`config.mk`:
```
export PLATFORM = sky130hd
export DESIGN_NAME = vga_sync
export DESIGN_NICKNAME = d
export VERILOG_FILES = /design/src/rtl/vga_sync.sv
export SDC_FILE = /design/constraint.sdc
export NUM_CORES = 1
export LEC_CHECK = 0
export BUFFER_PORTS_ARGS = -buffer_cell sky130_fd_sc_hd__buf_2
export CELL_PAD_IN_SITES_DETAIL_PLACEMENT = 1
export CELL_PAD_IN_SITES_GLOBAL_PLACEMENT = 1
export CORE_MARGIN = 10
export CORE_UTILIZATION = 40
export CTS_CLUSTER_DIAMETER = 200
export CTS_CLUSTER_SIZE = 16
export DETAILED_ROUTE_END_ITERATION = 10
export GPL_ROUTABILITY_DRIVEN = 1
export PLACE_DENSITY_LB_ADDON = 0.08
export SETUP_SLACK_MARGIN = 0.1
export SLEW_MARGIN = 20
export SYNTH_ARGS = -nofsm -noshare
export SYNTH_HDL_FRONTEND = slang
export SYNTH_SLANG_ARGS = --single-unit
```
`constraint.sdc`:
```
create_clock -name clk -period 2.9 [get_ports clk]
set_clock_uncertainty 0.05 [all_clocks]
set_input_delay 0.145 -clock clk [delete_from_list [all_inputs] [get_ports clk]]
set_output_delay 0.145 -clock clk [all_outputs]
set_load 0.005 [all_outputs]
```
`src/rtl/vga_sync.sv`:
```
// VGA timing generator: 4:1 pixel-enable divider, x/y raster counters and registered syncs.
// Define VGA_SYNC_FRAME_TICK_EN to add the registered frame_tick output.
module vga_sync #(
    parameter int H_DISPLAY = 640,
    parameter int H_FRONT   = 16,
    parameter int H_SYNC    = 96,
    parameter int H_BACK    = 48,
    parameter int V_DISPLAY = 480,
    parameter int V_FRONT   = 10,
    parameter int V_SYNC    = 2,
    parameter int V_BACK    = 33
) (
    input  logic       clk,
    input  logic       reset,
    output logic       hsync,
    output logic       vsync,
    output logic       video_on,
    output logic       p_tick,
`ifdef VGA_SYNC_FRAME_TICK_EN
    output logic       frame_tick,
`endif
    output logic [9:0] x,
    output logic [9:0] y
);

    localparam logic [9:0] H_DISP     = 10'(H_DISPLAY);
    localparam logic [9:0] H_SYNC_BEG = 10'(H_DISPLAY + H_FRONT);
    localparam logic [9:0] H_SYNC_END = 10'(H_DISPLAY + H_FRONT + H_SYNC - 1);
    localparam logic [9:0] H_LAST     = 10'(H_DISPLAY + H_FRONT + H_SYNC + H_BACK - 1);
    localparam logic [9:0] V_DISP     = 10'(V_DISPLAY);
    localparam logic [9:0] V_SYNC_BEG = 10'(V_DISPLAY + V_FRONT);
    localparam logic [9:0] V_SYNC_END = 10'(V_DISPLAY + V_FRONT + V_SYNC - 1);
    localparam logic [9:0] V_LAST     = 10'(V_DISPLAY + V_FRONT + V_SYNC + V_BACK - 1);

    logic [1:0] div_q;
    logic [9:0] x_q, x_d, y_q, y_d;
    logic       hsync_q, hsync_d, vsync_q, vsync_d, video_on_q, video_on_d;
    logic       wrap_frame;

    assign p_tick = (div_q == 2'd3);

    always_comb begin
        x_d        = x_q;
        y_d        = y_q;
        wrap_frame = 1'b0;
        if (p_tick) begin
            if (x_q == H_LAST) begin
                x_d = 10'd0;
                if (y_q == V_LAST) begin
                    y_d        = 10'd0;
                    wrap_frame = 1'b1;
                end else begin
                    y_d = y_q + 10'd1;
                end
            end else begin
                x_d = x_q + 10'd1;
            end
        end
        // Syncs are decoded from the next position so they register alongside x/y.
        hsync_d    = !((x_d >= H_SYNC_BEG) && (x_d <= H_SYNC_END));
        vsync_d    = !((y_d >= V_SYNC_BEG) && (y_d <= V_SYNC_END));
        video_on_d = (x_d < H_DISP) && (y_d < V_DISP);
    end

    always_ff @(posedge clk) begin
        if (!reset) begin
            div_q      <= 2'd0;
            x_q        <= 10'd0;
            y_q        <= 10'd0;
            hsync_q    <= 1'b1;
            vsync_q    <= 1'b1;
            video_on_q <= 1'b1;
        end else begin
            div_q      <= div_q + 2'd1;
            x_q        <= x_d;
            y_q        <= y_d;
            hsync_q    <= hsync_d;
            vsync_q    <= vsync_d;
            video_on_q <= video_on_d;
        end
    end

`ifdef VGA_SYNC_FRAME_TICK_EN
    logic frame_tick_q;

    always_ff @(posedge clk) begin
        if (!reset) begin
            frame_tick_q <= 1'b0;
        end else begin
            frame_tick_q <= wrap_frame;
        end
    end

    assign frame_tick = frame_tick_q;
`else
    logic unused_wrap;
    assign unused_wrap = wrap_frame;
`endif

    assign x        = x_q;
    assign y        = y_q;
    assign hsync    = hsync_q;
    assign vsync    = vsync_q;
    assign video_on = video_on_q;

endmodule

```
==> key figures <==
Routing
  – Wire per inst: 16.4 um
  – Vias per cell: 5.57
  – DRT Pass-1 Iters: 4
  – Routed Wire Length: 3680 um
  – # DRC: 0
  – DR vias: 1253
  – First DRT Iteration DRCs: 86
  – Routed Antenna Nets: 0

Die
  – # rows: 20
  – Core ar.: 0.00313 mm^2
  – Die X-Extent: 78.0 um
  – Die Ht: 78.0 um
  – Ports: 26
  – Initial Utilization: 0.430
  – Die footprint: 0.00608 mm^2

STA
  – Slew Limit Fails: 0
  – Fin. Hold Viols: 0
  – Min Hold Slack: 0.0677 ns
  – FMAX: 408 MHz
  – Fin worst setup slack: 0.452 ns
  – Endpoints failing setup: 0
  – Period minus WS final: 2.45 ns
  – Least-Margin Pin Slew: 0.599 ns
  – Period utilization: 0.844
  – RSZ-0062 raised after global routing: false
  – Total negative setup slack: 0 ns
  – Slew margin rel.: 0.597

Synthesis
  – Synth Area per Inst: 8.46 um^2
  – Mux share of post-synthesis cell area: 0.00837
  – Top cells by area, synth: dfxtp_1, nor2_1, a21oi_1
  – Synthesis Warnings: 0
  – Simple-gate share of the synthesized area: 0.323
  – Syn Inst Count: 159
  – Post-Synthesis Net Count: 165
  – Synth Area in Compound Gates: 0.133
  – Yosys top cell by area: dfxtp_1
  – Largest family of logic cells by synthesized area: simple AND/OR/NAND/NOR gates
  – FF+latch count, synth: 25
  – Synth top area share: 0.372
  – Synthesized area: 0.00135 mm^2
  – Yosys cell types: 44
  – Synth Area in Adders: 0.0372
  – Sequential area share after synthesis: 0.372
  – Post-synthesis xor/xnor area fraction: 0.0781

GRT
  – Largest net degree at the start of global routing: 19
  – Gr busiest metal: met2
  – Met3 usage in global routing: 0.0300
  – Number of antenna violations at the first check in global routing: 0
  – GR Util met2: 0.213
  – Met1 GRT Util: 0.142
  – Vias in the first global route: 1287
  – GR Util All Layers: 0.119
  – Global-route wire length before repair: 6180 um
  – Grt ovf: 0

Clock network
  – Worst-Skew Late Latency: 0.32 ns
  – H-tree levels: 1
  – CTS tree: yes
  – Total CTS buffers: 3
  – Hold Buf Count CTS: 0
  – Setup Buffers After CTS: 0
  – Cts repair resizes: 0
  – Total clock sinks: 25
  – Clock Tree Root: clkbuf_4
  – Reg clk slew, reported paths: 0.14 ns
  – Max Root-Sink Buffers: 2

Layout
  – Layout cell share with drive strength beyond 1: 0.193
  – Cell Count, Final, Fillers Out: 225
  – Area added between synthesis and finish: 13.1%
  – Final instance area: 0.00152 mm^2
  – Fin nets: 188
  – Commonest non-fill, non-tap cells in the layout: dfxtp_1, buf_2, nor2_1
  – Fin util: 0.486
  – Layout fillers: 422
  – Diodes inserted: 0

Worst hold path
  – Hold Path Sink: div_q[1]
  – Hold depth: 2
  – Hold Crit Class: in2reg
  – HP Start: reset

Placed design
  – Routability congestion estimate: 0.811
  – Post-DP HPWL: 2770 um
  – Worst slack at placement: 0.506 ns
  – IO Port Bufs: 25
  – Placed cell area: 0.00149 mm^2
  – Placed Cells: 221

Worst setup path
  – Worst setup path class: reg2reg
  – Critical Path AT: 2.67 ns
  – CP endpoint kind: flip-flop
  – R2R cell count: 6
  – Reg2reg end: vsync
  – Critical Path Max Stage Delay: 0.60 ns
  – RR Startpoint: x[1]
  – WP data required: 3.12 ns
  – Worst R2R Setup Slack: 0.45 ns
  – Crit Path Max Fanout: 18
  – Slowest CP cell: or4_4
  – Top delay family on crit path: simple AND/OR/NAND/NOR gates
  – Cell chain of the critical path: ha_1, and4_1, nand4_4, or4_4, a221o_1, nand4_1
  – CP startpoint kind: flip-flop
  – Start point of the critical path: x[1]
  – Buf/Inv on CP: 0

Power
  – Pwr Total: 0.528 mW
  – Leak Pwr: 0.563 nW
  – Power Density: 347 mW/mm^2
  – Worst VDD drop: 0.200 mV

Run
  – Max-cap violation count: 0

Run status
  – Status: finished, final reports clean
## cell families (layout without fill, tap and decap cells)
kind of cell,after synthesis,count (layout)
buffers and inverters,15,37
XOR/XNOR,12,12
flip-flops,25,25
AO/OA/AOI/OAI,28,28
adder cells (fa/ha/maj),4,4
AND/OR/NAND/NOR,74,74
multiplexers,1,1
## metal layers
layer,vias to the layer above,part of all wire
li1,621,-
met1,618,0.46
met2,14,0.50
met3,0,0.034
met4,0,0
met5,-,0
## layout make-up
cell class / instances / area [um^2] / area share
multi-input combinational: 119 / 779 / 0.512
clock inverter: 1 / 5.00 / 0.00329
sequential: 25 / 500 / 0.329
inverter: 7 / 26.3 / 0.0173
clock buffer: 3 / 22.5 / 0.0148
timing repair buffer: 26 / 133 / 0.0872
tap: 44 / 55.1 / 0.0362
## synth_stat cells, drive strengths merged
master,instances
o2bb2ai,1
a211oi,1
nand2b,1
nand4,8
dfxtp,25
a31oi,1
or3b,1
o211ai,2
o31a,1
clkbuf,6
nor4,4
o2111ai,1
and4,2
ha,4
o31ai,1
xor2,6
buf,2
nand2,13
mux2,1
nor2b,1
and3,1
nand4b,2
nor2,18
a21oi,11
a221o,1
xnor2,6
o21ai,5
o311ai,1
nor3b,2
inv,7
or4,1
or3,1
and2,1
a22oi,1
nand4bb,1
nand3,8
nor4bb,1
nor3,7
nor4b,1
a41o,1
## report_power, final
| group | switching [mW] | internal [mW] |
|---|---|---|
| Clock | 0.108 | 0.0516 |
| Combinational | 0.0117 | 0.00676 |
| Sequential | 0.00228 | 0.347 |
## state kept, by name (all words and copies together) (netlist names)
| name | count |
|---|---|
| div_q | 2 |
| hsync | 1 |
| video_on | 1 |
| vsync | 1 |
| x | 10 |
| y | 10 |
## worst max path at each step
stage,endpoint,cells past startpoint,slack (ns)
finish,vsync,6,0.45
detailed placement,vsync,6,0.51
CTS,vsync,6,0.47
global placement,vsync,6,0.61
global route,vsync,6,0.32
floorplan,vsync,6,0.78
Power figures use the tool's default switching activity.
